### config.mk
export PLATFORM = sky130hd
export DESIGN_NAME = fifo_serializer_flat
export DESIGN_NICKNAME = d
export VERILOG_FILES = /design/src/rtl/serdes_pkg.sv /design/src/rtl/fifo_serializer_if.sv /design/src/rtl/bit_timer.sv /design/src/rtl/fifo_serializer.sv /design/src/flat_wrapper.sv
export SDC_FILE = /design/constraint.sdc
export NUM_CORES = 1
export LEC_CHECK = 0
export BUFFER_PORTS_ARGS = -buffer_cell sky130_fd_sc_hd__buf_2
export CAP_MARGIN = 20
export CELL_PAD_IN_SITES_DETAIL_PLACEMENT = 0
export CELL_PAD_IN_SITES_GLOBAL_PLACEMENT = 1
export CORE_MARGIN = 10
export CORE_UTILIZATION = 41
export DETAILED_ROUTE_END_ITERATION = 10
export GPL_ROUTABILITY_DRIVEN = 1
export GPL_TIMING_DRIVEN = 0
export PLACE_DENSITY = 0.84
export SLEW_MARGIN = 20
export SYNTH_ARGS = -nofsm -noshare
export SYNTH_HDL_FRONTEND = slang
export SYNTH_SLANG_ARGS = --single-unit
export TNS_END_PERCENT = 1
### constraint.sdc
create_clock -name i_clk -period 1.9 [get_ports i_clk]
set_input_delay 0.095 -clock i_clk [delete_from_list [all_inputs] [get_ports i_clk]]
set_output_delay 0.095 -clock i_clk [all_outputs]
set_load 0.02 [all_outputs]
### src/rtl/serdes_pkg.sv
// Shared SERDES types and helpers, used by the serializer and the future deserializer.
package serdes_pkg;

    typedef enum logic [2:0] {
        IDLE,
        POP,
        LOAD,
        START,
        DATA,
        PARITY,
        STOP
    } ser_state_t;

    // Clocks from the first start-bit clock to the last stop-bit clock.
    function automatic int frame_clocks(input int logic_size, input int parity_en,
                                        input int stop_bits, input int bit_cycles);
        return (1 + logic_size + parity_en + stop_bits) * bit_cycles;
    endfunction

endpackage

### src/rtl/fifo_serializer_if.sv
// FIFO read-side handshake between the async FIFO (slave) and its consumer (master).
interface fifo_serializer_if #(
    parameter int LOGIC_SIZE = 8
);
    logic                  rempty;
    logic [LOGIC_SIZE-1:0] rdata;
    logic                  rr;

    modport master (output rr, input rempty, input rdata);
    modport slave  (input rr, output rempty, output rdata);
endinterface

### src/rtl/bit_timer.sv
// Bit-period down-counter; o_tick marks the last clock of every BIT_CYCLES-long period.
module bit_timer #(
    parameter int BIT_CYCLES = 4
) (
    input  logic i_clk,
    input  logic i_rst,
    input  logic i_restart,
    output logic o_tick
);
    localparam int            CW     = $clog2(BIT_CYCLES) + 1;
    localparam logic [CW-1:0] RELOAD = CW'(BIT_CYCLES - 1);

    logic [CW-1:0] cnt_q;
    logic [CW-1:0] cnt_d;

    always_comb begin
        cnt_d = cnt_q - CW'(1);
        if (i_restart || (cnt_q == '0)) begin
            cnt_d = RELOAD;
        end
    end

    always_ff @(posedge i_clk) begin
        if (i_rst) begin
            cnt_q <= '0;
        end else begin
            cnt_q <= cnt_d;
        end
    end

    assign o_tick = (cnt_q == '0);
endmodule

### src/rtl/fifo_serializer.sv
// TX half of the SERDES link: pops FIFO words and sends them as framed serial bits.
//   state  | meaning
//   IDLE   | line high, waiting for enable and a non-empty FIFO
//   POP    | read request to the FIFO for one clock
//   LOAD   | capture FIFO data into the shift register, arm the bit timer
//   START  | start bit (0)
//   DATA   | data bits, LSB first
//   PARITY | parity bit
//   STOP   | stop bit(s) (1)
module fifo_serializer
    import serdes_pkg::*;
#(
    parameter int LOGIC_SIZE = 8,
    parameter int BIT_CYCLES = 4,
    parameter int PARITY_EN  = 1,
    parameter int PARITY_ODD = 0,
    parameter int STOP_BITS  = 1
) (
    input  logic              i_clk,
    input  logic              i_rst,
    input  logic              i_enable,
    fifo_serializer_if.master fifo,
    output logic              o_tx,
    output logic              o_busy,
    output logic              o_frame_done
);
    localparam int            BW        = $clog2(LOGIC_SIZE + 1);
    localparam logic [BW-1:0] LAST_DATA = BW'(LOGIC_SIZE - 1);
    localparam logic [BW-1:0] LAST_STOP = BW'(STOP_BITS - 1);
    localparam logic          PAR_INIT  = (PARITY_ODD != 0);

    ser_state_t            state_q, state_d;
    logic [LOGIC_SIZE-1:0] shreg_q, shreg_d;
    logic [BW-1:0]         bit_cnt_q, bit_cnt_d;
    logic                  par_q, par_d;
    logic                  tick;
    logic                  restart;

    assign restart = (state_q == LOAD);

    bit_timer #(
        .BIT_CYCLES(BIT_CYCLES)
    ) u_bit_timer (
        .i_clk    (i_clk),
        .i_rst    (i_rst),
        .i_restart(restart),
        .o_tick   (tick)
    );

    always_comb begin
        state_d   = state_q;
        shreg_d   = shreg_q;
        bit_cnt_d = bit_cnt_q;
        par_d     = par_q;
        case (state_q)
            IDLE: begin
                if (i_enable && !fifo.rempty) begin
                    state_d = POP;
                end
            end
            POP: begin
                state_d = LOAD;
            end
            LOAD: begin
                shreg_d   = fifo.rdata;
                par_d     = PAR_INIT;
                bit_cnt_d = '0;
                state_d   = START;
            end
            START: begin
                if (tick) begin
                    state_d = DATA;
                end
            end
            DATA: begin
                if (tick) begin
                    shreg_d = shreg_q >> 1;
                    par_d   = par_q ^ shreg_q[0];
                    if (bit_cnt_q == LAST_DATA) begin
                        bit_cnt_d = '0;
                        if (PARITY_EN != 0) begin
                            state_d = PARITY;
                        end else begin
                            state_d = STOP;
                        end
                    end else begin
                        bit_cnt_d = bit_cnt_q + BW'(1);
                    end
                end
            end
            PARITY: begin
                if (tick) begin
                    state_d = STOP;
                end
            end
            STOP: begin
                // Bit counter is reused to count stop bits.
                if (tick) begin
                    if (bit_cnt_q == LAST_STOP) begin
                        bit_cnt_d = '0;
                        state_d   = IDLE;
                    end else begin
                        bit_cnt_d = bit_cnt_q + BW'(1);
                    end
                end
            end
            default: begin
                state_d = IDLE;
            end
        endcase
    end

    always_ff @(posedge i_clk) begin
        if (i_rst) begin
            state_q   <= IDLE;
            shreg_q   <= '0;
            bit_cnt_q <= '0;
            par_q     <= 1'b0;
        end else begin
            state_q   <= state_d;
            shreg_q   <= shreg_d;
            bit_cnt_q <= bit_cnt_d;
            par_q     <= par_d;
        end
    end

    always_comb begin
        o_tx = 1'b1;
        case (state_q)
            START:   o_tx = 1'b0;
            DATA:    o_tx = shreg_q[0];
            PARITY:  o_tx = par_q;
            default: o_tx = 1'b1;
        endcase
    end

    assign fifo.rr      = (state_q == POP);
    assign o_busy       = (state_q != IDLE);
    assign o_frame_done = (state_q == STOP) && tick && (bit_cnt_q == LAST_STOP);
endmodule
### src/flat_wrapper.sv
// flat-port wrapper written by rule: the top's interface ports become plain ports
module fifo_serializer_flat import serdes_pkg::*;
#(
    parameter int LOGIC_SIZE = 8,
    parameter int BIT_CYCLES = 4,
    parameter int PARITY_EN  = 1,
    parameter int PARITY_ODD = 0,
    parameter int STOP_BITS  = 1
)
  (i_clk, i_rst, i_enable, o_tx, o_busy, o_frame_done, fifo_rr, fifo_rempty, fifo_rdata);
  fifo_serializer_if #(.LOGIC_SIZE(LOGIC_SIZE)) fifo_i ();
  input  logic i_clk;
  input  logic i_rst;
  input  logic i_enable;
  output logic o_tx;
  output logic o_busy;
  output logic o_frame_done;
  output wire logic [$bits(fifo_i.rr)-1:0] fifo_rr;
  input wire logic [$bits(fifo_i.rempty)-1:0] fifo_rempty;
  input wire logic [$bits(fifo_i.rdata)-1:0] fifo_rdata;
  assign fifo_rr = fifo_i.rr;
  assign fifo_i.rempty = fifo_rempty;
  assign fifo_i.rdata = fifo_rdata;
  fifo_serializer #(.LOGIC_SIZE(LOGIC_SIZE), .BIT_CYCLES(BIT_CYCLES), .PARITY_EN(PARITY_EN), .PARITY_ODD(PARITY_ODD), .STOP_BITS(STOP_BITS)) u_core (.i_clk(i_clk), .i_rst(i_rst), .i_enable(i_enable), .fifo(fifo_i), .o_tx(o_tx), .o_busy(o_busy), .o_frame_done(o_frame_done));
endmodule
### Word-level counts from Yosys, hierarchy flattened

Index checks and enable logic that the tools add are counted.

* output and inout bits: 4
* input port bits: 12
* flip-flop bits (word level): 19

* bitwise operators: 1
* muxes and demuxes: 19
* reductions and logical operators: 15
* equality and inequality tests: 14
* $add $sub $neg: 2

Operators by type and width (number)
* 2-to-1 mux 3 bit: 7
* case mux 3 bit (7 select lines): 1
* 2-to-1 mux 4 bit: 4
* case mux 8 bit (2 select lines): 1
* != test 2 x 1 -> 1 bit (second input constant): 7
* case mux 4 bit (3 select lines): 1
* equality test 3 bit (second input constant): 3
* 2-to-1 mux 8 bit: 1
* AND reduction 7 bit: 1
* equality test 3 x 2 -> 1 bit (second input constant): 2
* zero test 3 bit: 2
* nonzero test 3 bit: 2
* adder 4 x 1 -> 4 bit (second input constant): 1
* equality test 4 x 3 -> 1 bit (second input constant): 1
* zero test 4 bit: 1
* equality test 3 x 1 -> 1 bit (second input constant): 1
* logical AND 1 bit: 3
* case mux 1 bit (3 select lines): 1
* AND reduction 3 bit: 1
* subtractor 3 x 1 -> 3 bit (second input constant): 1
* 2-to-1 mux 2 bit: 1
* case mux 1 bit (2 select lines): 1
* AND reduction 2 bit: 1
* nonzero test 2 bit: 1
* other kinds (5): 5

### Longest topological paths before layout

Gate-level depths: netlist of run 1.

* word-level depth: 4
* gate-level depth with buffers: 7

### Hierarchy

A second synthesis of run 1 with hierarchy kept.

* cell total of the unflattened synthesis: 122
* area total of the unflattened synthesis: 1111.1 um2

Modules (own cells, without submodules)
* fifo_serializer: cells an instance 110, instances 1, area each 988.4 um2
* bit_timer: cells an instance 12, instances 1, area each 122.6 um2

### Least setup slack after synthesis of run 1

No wires, ideal clock.

* kind: register to register
* start point: reg u_core.u_bit_timer.cnt_q[0]
* end point: reg u_core.par_q
* data arrival time: 1500 ps
* data required time: 1828 ps
* slack: 328 ps
* buffers on the path: 1
* library setup time: 72 ps
* cell stages (with the launch flop): 8
* cells stage by stage: dfxtp_1 inv_1 ha_1 ha_1 and4bb_2 buf_2 o21ai_0 mux2i_1

* longest elaborated chain between the ends: 3

RTL lines
* start, declared: RTL line bit_timer.sv:13 `logic [CW-1:0] cnt_q;`
* start signal, assigned: RTL line bit_timer.sv:27 `cnt_q <= cnt_d;`
* zero test 3 bit: RTL line bit_timer.sv:31 `assign o_tick = (cnt_q == '0);`
* != test 2 x 1 -> 1 bit (no line)
* AND reduction 2 bit (no line)
* end signal, assigned: RTL line fifo_serializer.sv:123 `par_q <= par_d;`
* end, declared: RTL line fifo_serializer.sv:35 `logic par_q, par_d;`

No other way between the ends.
A chain may end at the register's enable or synchronous reset.

### Worst setup path after layout of run 1

* start point: reg u_core.state_q[1]
* end point: out o_tx

* longest elaborated chain between the ends: 2

RTL lines
* start, declared: RTL line fifo_serializer.sv:32 `ser_state_t state_q, state_d;`
* start signal, assigned: RTL line fifo_serializer.sv:120 `state_q <= state_d;`
* equality test 3 bit / equality test 3 x 2 -> 1 bit (equally long branches): RTL line fifo_serializer.sv:129 `case (state_q)`
* case mux 1 bit (3 select lines) (*): RTL line fifo_serializer.sv:129
* end, declared: RTL line flat_wrapper.sv:15 `output logic o_tx;`

Mark *: on every way between the ends. The rest lies on a longest branch, timed or not.

==> results, run 1 <==
- The multi-input combinational cells in the finished layout cover a total of roughly 640 um2.
- The post-synthesis cell type count is 36.
- The detailed-router iteration count before antenna repair is 4.
- The CTS tree is done.
- The total congestion overflow after global routing is 0.
- The pin count of the biggest net entering global routing is 12.
- The initial utilization of the core area, before any placement, comes to 0.437.
- The final layout contains routed wiring with a total length of 2700 um.
- The flop and latch count out of synthesis is 19.
- The die outline height is 71.9 um.
- For the worst flop-to-flop path, the logic depth is 7.
- Data arrives at the worst endpoint at 1.68 ns.
- Counting instances, the worst hold path has a depth of 3.
- For this design, the slowest cell found on the critical path is sky130_fd_sc_hd__dfxtp_1.
- The worst setup path is captured at an output port.
- The number of failing hold endpoints at the final stage is 0.
- The buffers plus inverters on the worst setup path is 2.
- The total design power is between 0.9 and 1 mW.
- The worst-path maximum fanout is 10.
- In the routed design, unresolved DRC markers number 0.
- The layer flagged by global routing as most heavily used is met2.
- Derived from the worst setup path, the maximum achievable clock frequency is 564 MHz.
- The cell taking the most area after synthesis is sky130_fd_sc_hd__dfxtp_1.
- The cell leakage power is ~0.57 nW.
- In this run the count of I/O pins placed on the die edge is 16.
- The signal on the critical path passes through clkbuf_1, or2_2, o21ai_0, a21oi_1, buf_2.
- Of the total power, combinational logic draws 0.280.
- In the final routed layout, each cell accounts on average for around 15 um.
- After clock tree synthesis, the clock-pin slew on the worst setup and hold paths is 0.11 ns.
- The final worst hold slack is approximately 0.022 ns.
- The total CTS buffers is 3.
- The sequential standard cell area is 380 um2.
- The fraction of layout instances using a drive strength above 1 is 0.218.
- After layout, the minimum clock period comes to 1.77 ns.
- The clock latency on the worst-skew pair is 0.30 ns.
- Adding up every negative setup slack in the final design gives 0 ns.
- Setup violations remaining at the end of the flow were counted as 0.
- The synthesized design contains 0 enable-type register cells.
- STA classifies the critical path startpoint as a flip-flop.
- The maximum clock insertion buffer count is 2.
- The count of pins over their slew limit is 0.
- During synthesis, Yosys emitted a total of 0 warnings.
- The final route contains 1041 vias.
- The die covers 0.00516 mm2.
- The number of nets in the finished design is ~160.
- The region available for standard cell placement spans ~0.0025 mm2.
- The switching part of the total is 0.327.
- The share of the synthesized area in the top cell type is 0.345.
- Dividing the detail-routed via count by the number of cells gives 5.88.
- Once placement finished, the instance area stood at 0.00121 mm2.
- After routing the design area is roughly 0.0012 mm2.
- The slew of the pin with the lowest slew margin is 0.523 ns.
- The first-pass GRT wire length is 4400 um.
- Summed over all nets, the half-perimeter wirelength after detailed placement is 1940 um.
- The global-route usage over all layers is 0.104.
- The predominant post-synthesis flop cell is sky130_fd_sc_hd__dfxtp_1.
- The count of H-tree levels built during CTS is 1.
- The number of diodes is 0.
- The clock root buffer is sky130_fd_sc_hd__clkbuf_4.
- Across the run, the number of max-cap violations was 0.
- The run finished with clean final reports.
- The width of the die is 71.9 um.
- Of the synthesized area, sequential elements account for 0.345.
- In this run the power spent charging and discharging nets is 0.306 mW.
- The cell depth of the worst setup path is 5.
- The cell area after synthesis is 0.00110 mm2.
- For this run, global-route usage on met1 was measured as 0.133.
- sky130_fd_sc_hd__dfxtp_1 is the most common cell in the netlist.
- The internal power component is 0.630 mW.
- Broken down by cell family, the worst path's largest delay share belongs to buffers and inverters.
- The initial antenna violation count was 0.
- The antenna violation net count after detailed routing is 0.
- The port buffer count is 15.
- The net count after synthesis is 144.
- The met3 capacity usage during global routing is 0.0427.
- The number of global-route vias before repair is just over 900.
- The share of total power in the clock network is 0.225.
- The relative slew slack is 0.651.
- The worst-case IR drop observed on VDD is 0.000577 V.
- The total of fill cells in the finished design is 256.
- The worst setup slack for register-to-register paths is 0.18 ns.
- The first-iteration detailed-routing DRC count is 91.
- The synthesized area divided by synthesized cell count is 8.61 um2.
- The met2 layer usage reported by global route is 0.157.
- The sequential share of power is 0.495.
- The required time at the endpoint of the critical path is approximately 1.8 ns.
- The worst hold path class is primary input to flip-flop.
- The final clock period utilization by the worst path is 0.933.
- Setup repair after global routing could not meet its margin everywhere.
- For the final database, setup skew stands at 0.00104 ns.
- After technology mapping, the gate count stands at 128.
- The layout overhead on the synthesized area is 13.2%.
- CTS saw 19 sinks.
- The floorplan has 18 rows.
- The worst setup path is of the flip-flop to output port kind.
- By area the synthesized netlist is led by sky130_fd_sc_hd__dfxtp_1 (35%), sky130_fd_sc_hd__mux2i_1 (8.2%), sky130_fd_sc_hd__a21oi_1 (6.4%).
- The final core utilization is 0.495.
- The share of synthesized registers carrying an async set or reset is 0.
- The power density normalized to cell area is about 750 mW/mm2.
- At the end of routability-driven placement, the weighted congestion stood at 0.835.
- The number of setup buffers added after CTS is 0.
- After synthesis, the most frequently instantiated cells are sky130_fd_sc_hd__dfxtp_1 (19), sky130_fd_sc_hd__a21oi_1 (14), sky130_fd_sc_hd__inv_1 (9), sky130_fd_sc_hd__mux2i_1 (9), sky130_fd_sc_hd__o31ai_1 (7).
- The largest incremental delay on the critical path is 0.47 ns.
placed cells by master, fill, tap and decap left out, types with 2 or more instances in the layout:
| master | netlist | layout |
|---|---|---|
| sky130_fd_sc_hd__buf_2 | 5 | 19 |
| sky130_fd_sc_hd__dfxtp_1 | 19 | 19 |
| sky130_fd_sc_hd__a21oi_1 | 14 | 14 |
| sky130_fd_sc_hd__inv_1 | 9 | 9 |
| sky130_fd_sc_hd__mux2i_1 | 9 | 9 |
| sky130_fd_sc_hd__o31ai_1 | 7 | 7 |
| sky130_fd_sc_hd__nor2_1 | 5 | 5 |
| sky130_fd_sc_hd__nand3_1 | 5 | 5 |
| sky130_fd_sc_hd__clkbuf_1 | 4 | 4 |
| sky130_fd_sc_hd__clkbuf_4 | 0 | 4 |
| sky130_fd_sc_hd__nand4_1 | 4 | 4 |
| sky130_fd_sc_hd__o211ai_1 | 4 | 4 |
| sky130_fd_sc_hd__nand2_1 | 4 | 4 |
| sky130_fd_sc_hd__o21ai_0 | 3 | 3 |
| sky130_fd_sc_hd__nor2b_1 | 3 | 3 |
| sky130_fd_sc_hd__ha_1 | 4 | 3 |
| sky130_fd_sc_hd__or2_2 | 2 | 2 |
| sky130_fd_sc_hd__or2b_1 | 2 | 2 |
| sky130_fd_sc_hd__or3_1 | 2 | 2 |
| sky130_fd_sc_hd__and3b_1 | 2 | 2 |
| sky130_fd_sc_hd__nand2b_1 | 2 | 2 |
| sky130_fd_sc_hd__nor3b_1 | 2 | 2 |
| sky130_fd_sc_hd__nand3b_1 | 2 | 2 |
| sky130_fd_sc_hd__a31oi_1 | 2 | 2 |
registers in the layout, indices dropped and copies added (netlist names):
| register | flops |
|---|---|
| u_core.state_q | 3 |
| u_core.bit_cnt_q | 4 |
| u_core.par_q | 1 |
| u_core.u_bit_timer.cnt_q | 3 |
| u_core.shreg_q | 8 |
power by group through the flow:
| stage | logic [mW] | clock network [mW] | registers (mW) |
|---|---|---|---|
| after global placement | 0.249 | 0 | 0.470 |
| after floorplan | 0.193 | 0 | 0.465 |
| after CTS | 0.258 | 0.213 | 0.464 |
| final | 0.263 | 0.210 | 0.464 |
| after global routing | 0.294 | 0.237 | 0.469 |
| after detailed placement | 0.257 | 0 | 0.474 |
per-stage QoR:
stage          worst slack, ns  std cells
2_1_floorplan            0.328        128
3_3_place_gp             0.201        173
3_5_place_dp             0.147        173
4_1_cts                 0.0956        177
5_1_grt                -0.0228        177
6_report                 0.126        177
cells by family (layout without fill, tap and decap cells):
logic type / Yosys count / count (layout) / synth area share
muxes: 9 / 9 / 0.0817
buffers and inverters: 19 / 38 / 0.0738
DFF: 19 / 19 / 0.345
and+or+nand+nor: 41 / 41 / 0.237
adders and majority gates: 4 / 4 / 0.0454
AOI/OAI and AO/OA: 36 / 36 / 0.217
path summary, 6_finish.rpt:
check	startpoint	end
setup / recovery	u_core.state_q[1]$_SDFFE_PP0P_	o_tx
hold / removal	fifo_rdata[7]	u_core.shreg_q[7]$_SDFFE_PP0P_
setup reg to reg	u_core.u_bit_timer.cnt_q[0]$_SDFF_PP0_	u_core.shreg_q[6]$_SDFFE_PP0P_
hold reg to reg	u_core.u_bit_timer.cnt_q[0]$_SDFF_PP0_	u_core.u_bit_timer.cnt_q[0]$_SDFF_PP0_
worst min-delay path, stage by stage:
cell,delay (ns)
sky130_fd_sc_hd__buf_2,0.10
sky130_fd_sc_hd__nand2_1,0.05
sky130_fd_sc_hd__a21oi_1,0.05
layout make-up:
class | count | share of cell area
well taps | 30 | 0.0301
clock inverters | 1 | 0.00401
flip-flops and latches | 19 | 0.305
repair buffers | 15 | 0.0602
multi-input cells | 90 | 0.516
inverters | 9 | 0.0271
clock buffers | 3 | 0.0181
plain buffers | 10 | 0.0401
what timing repair did:
| item | in CTS | in global routing |
|---|---|---|
| hold buffers | 0 | 0 |
| gates resized for setup | 0 | 2 |
| setup endpoints to repair | 0 | 3 |
metal layers:
metal	wire length [um]	share of wire	vias to the layer above
met2	1290	0.48	17
met4	33	0.012	0
met5	0	0	-
met1	1250	0.46	506
li1	-	-	512
met3	135	0.050	6
Note: power is estimated with default switching activity, not from simulation.
==> run 2, diff against run 1 <==
Settings changed: PLACE_DENSITY 0.84 to default, PLACE_DENSITY_LB_ADDON from default to 0.1.
==> results, run 2 (synthesis gave the netlist of run 1 again) <==
- The critical path crosses 5 cells after its start point.
- The die outline height is slightly above 70 um.
- The critical path start-end classification is flip-flop to output port.
- The buffers plus inverters on the worst setup path is 2.
- The largest incremental delay on the critical path is 0.39 ns.
- The worst path needs 1.78 ns of the cycle, external delays included.
- The congestion estimate from routability-driven global placement came to 0.769.
- The width of the die is 71.9 um.
- Global routing finished with a remaining overflow of 0.
- The initial antenna violation count is 0.
- Once detailed placement completed, the half-perimeter wirelength came to between 1500 and 2000 um.
- TritonCTS built the clock tree.
- The first-iteration detailed-routing DRC count is 30.
- The average wire per standard cell is 14.8 um.
- Counting every sink on the clock net gives 19.
- In the global route stage, overall resource usage came out at 0.103.
- The setup TNS is 0 ns.
- The layout overhead on the synthesized area is 13.4%.
- The average vias per placed instance is 5.79.
- The floorplan step defined a die boundary enclosing 0.00516 mm2.
- The number of design rule violations left after detail routing is 0.
- Excluding fillers, the count of instances in the completed layout stands at between 150 and 200.
- Static timing analysis puts the maximum clock frequency at 563 MHz.
- Setup repair after global routing left no endpoint under its margin.
- The number of I/O pins is 16.
- Measured on the finished design, the core utilization comes to 0.496.
- The largest registers in the layout are u_core.shreg_q: 8 flops, u_core.bit_cnt_q: 4 flops.
- The clock root buffer is sky130_fd_sc_hd__clkbuf_4.
- In this run the tool buffered the top-level ports with 15 buffer cells.
- The detail route stage leaves a number of antenna-violating nets equal to 0.
- The critical path goes through clkbuf_1, or2_2, o21ai_0, a21oi_1, buf_2.
- The number of global-route vias before repair came to 995.
- The total area inside the core boundary comes to ~0.0025 mm2.
- For the pin with the worst max-slew slack, the measured transition is 0.508 ns.
- The data arrival time of the worst path is roughly 1.7 ns.
- Dividing the final minimum period by the clock period gives 0.934.
- The setup violation total in the final timing report is 0.
- In this run the deepest clock path goes through 2 buffers.
- The row count is 18.
- The starting density of the core is 0.437.
- At the placement stage, the worst setup path has a slack of 0.156 ns.
- Power spread over the standard cell area amounts to 749 mW/mm2.
- Leaving out fill and tap cells, the most frequent cells in the layout are sky130_fd_sc_hd__buf_2 (19), sky130_fd_sc_hd__dfxtp_1 (19), sky130_fd_sc_hd__a21oi_1 (14), sky130_fd_sc_hd__inv_1 (9), sky130_fd_sc_hd__mux2i_1 (9).
- The fraction of layout instances using a drive strength above 1 is 0.224.
- The register name with the most flops is u_core.shreg_q.
- The number of hold buffers added after cts is 0.
- The total CTS buffers is 3.
- The least setup slack across all paths after layout is 0.125 ns.
- The post-route clock skew is between 0.01 and 0.015 ns.
- In this run the critical register-to-register path is captured at u_core.shreg_q[6]$_SDFFE_PP0P_.
- Measured against its own limit, the worst slew margin works out to 0.661.
- The capturing instance or port of the critical path is o_tx.
- The cell with the largest stage delay on the worst path is sky130_fd_sc_hd__dfxtp_1.
- The cell leakage power is 0.568 nW.
- Buffers added to address setup during post-CTS repair amount to 0.
- Entering global routing, the biggest net connects 12 pins.
- The origin of the worst setup path is u_core.state_q[1]$_SDFFE_PP0P_.
- The number of vias in the routed layout is 1024.
- The clock reaches the later pin of the worst-skew pair after 0.31 ns.
- For this run, the post-layout net count is 164.
- In this run the critical register-to-register path is launched from u_core.u_bit_timer.cnt_q[0]$_SDFF_PP0_.
- Along the worst path, the maximum fanout reaches 10.
- STA classifies the critical path endpoint as an output port.
- The sum of routed wire length over all layers is 2620 um.
- In this run the register-to-register setup slack is 0.23 ns.
- For the worst flop-to-flop path, the logic depth is 7.
- After clock tree synthesis, the clock-pin slew on the worst setup and hold paths is 0.11 ns.
- CTS built an H-tree with a depth of 1.
- The number of failing hold endpoints at the final stage was 0.
- The detailed-router iteration count before antenna repair is 4.
- The total of fill cells in the finished design is 264.
- The number of max-cap violations is 0.
- The tightest min-delay check is of the primary input to flip-flop type.
- The run finished with clean final reports.
- The first global-routing pass estimated 4510 um of wire.
- The repair_antennas step left the layout with diodes totalling 0.
- The count of pins over their slew limit is 0.
- In this design, the largest share of critical-path delay is due to buffers and inverters.
- The worst ir drop on vdd is 0.000568 V.
- The required time at the endpoint of the critical path is around 1.8 ns.
- In this run, post-CTS repair resized a total of 0 instances.
- After detailed placement, the design holds a cell count of 173.
- STA classifies the critical path startpoint as a flip-flop.
- The flip-flop count of the largest register, all copies and words added is 8.
==> run 2: cell counts in the layout (fill, tap and decap cells not counted) <==
Identical to the previous run, type by type.
==> run 2: stage by stage <==
step / hold slack (ns) / power (mW) / instance area [um2]
floorplan: 0.235 / 0.658 / 1100
global placement: 0.346 / 0.722 / 1210
detailed placement: 0.347 / 0.730 / 1210
CTS: 0.0180 / 0.939 / 1240
global route: 0.0284 / 0.999 / 1250
finish: 0.0267 / 0.937 / 1250
==> run 2: power breakdown <==
part / internal (mW) / total [mW] / switching (mW) / leakage, nW
clock network: 0.0785 / 0.211 / 0.133 / 0.0177
logic: 0.112 / 0.262 / 0.150 / 0.395
registers: 0.440 / 0.463 / 0.0225 / 0.155
==> run 2: worst register-to-register path: stages (launching register included) <==
cell,delay [ns]
sky130_fd_sc_hd__dfxtp_1,0.34
sky130_fd_sc_hd__inv_1,0.04
sky130_fd_sc_hd__ha_1,0.19
sky130_fd_sc_hd__ha_2,0.20
sky130_fd_sc_hd__and4bb_2,0.23
sky130_fd_sc_hd__buf_2,0.18
sky130_fd_sc_hd__nand2b_2,0.26
sky130_fd_sc_hd__a21oi_1,0.16
==> run 2: layout make-up <==
type / instances / area, um2 / share of cell area
flip-flops and latches: 19 / 380 / 0.304
multi-input cells: 90 / 646 / 0.517
plain buffers: 10 / 50.0 / 0.0400
repair buffers: 15 / 75.1 / 0.0601
clock inverters: 1 / 5.00 / 0.00400
well taps: 30 / 37.5 / 0.0300
clock buffers: 3 / 22.5 / 0.0180
inverters: 9 / 33.8 / 0.0270
==> run 2: worst min path at each step <==
stage             startpoint                              to  cells after the start
6_report       fifo_rdata[7]  u_core.shreg_q[7]$_SDFFE_PP0P_                      3
5_1_grt        fifo_rdata[7]  u_core.shreg_q[7]$_SDFFE_PP0P_                      3
4_1_cts        fifo_rdata[7]  u_core.shreg_q[7]$_SDFFE_PP0P_                      3
3_5_place_dp   fifo_rdata[7]  u_core.shreg_q[7]$_SDFFE_PP0P_                      3
3_3_place_gp   fifo_rdata[7]  u_core.shreg_q[7]$_SDFFE_PP0P_                      3
2_1_floorplan  fifo_rdata[7]  u_core.shreg_q[7]$_SDFFE_PP0P_                      2
==> run 2: layer usage <==
metal,wire (um),track usage
met1,1230,0.119
met5,0,0
met3,109,0.0248
met2,1220,0.174
met4,60,0.0495
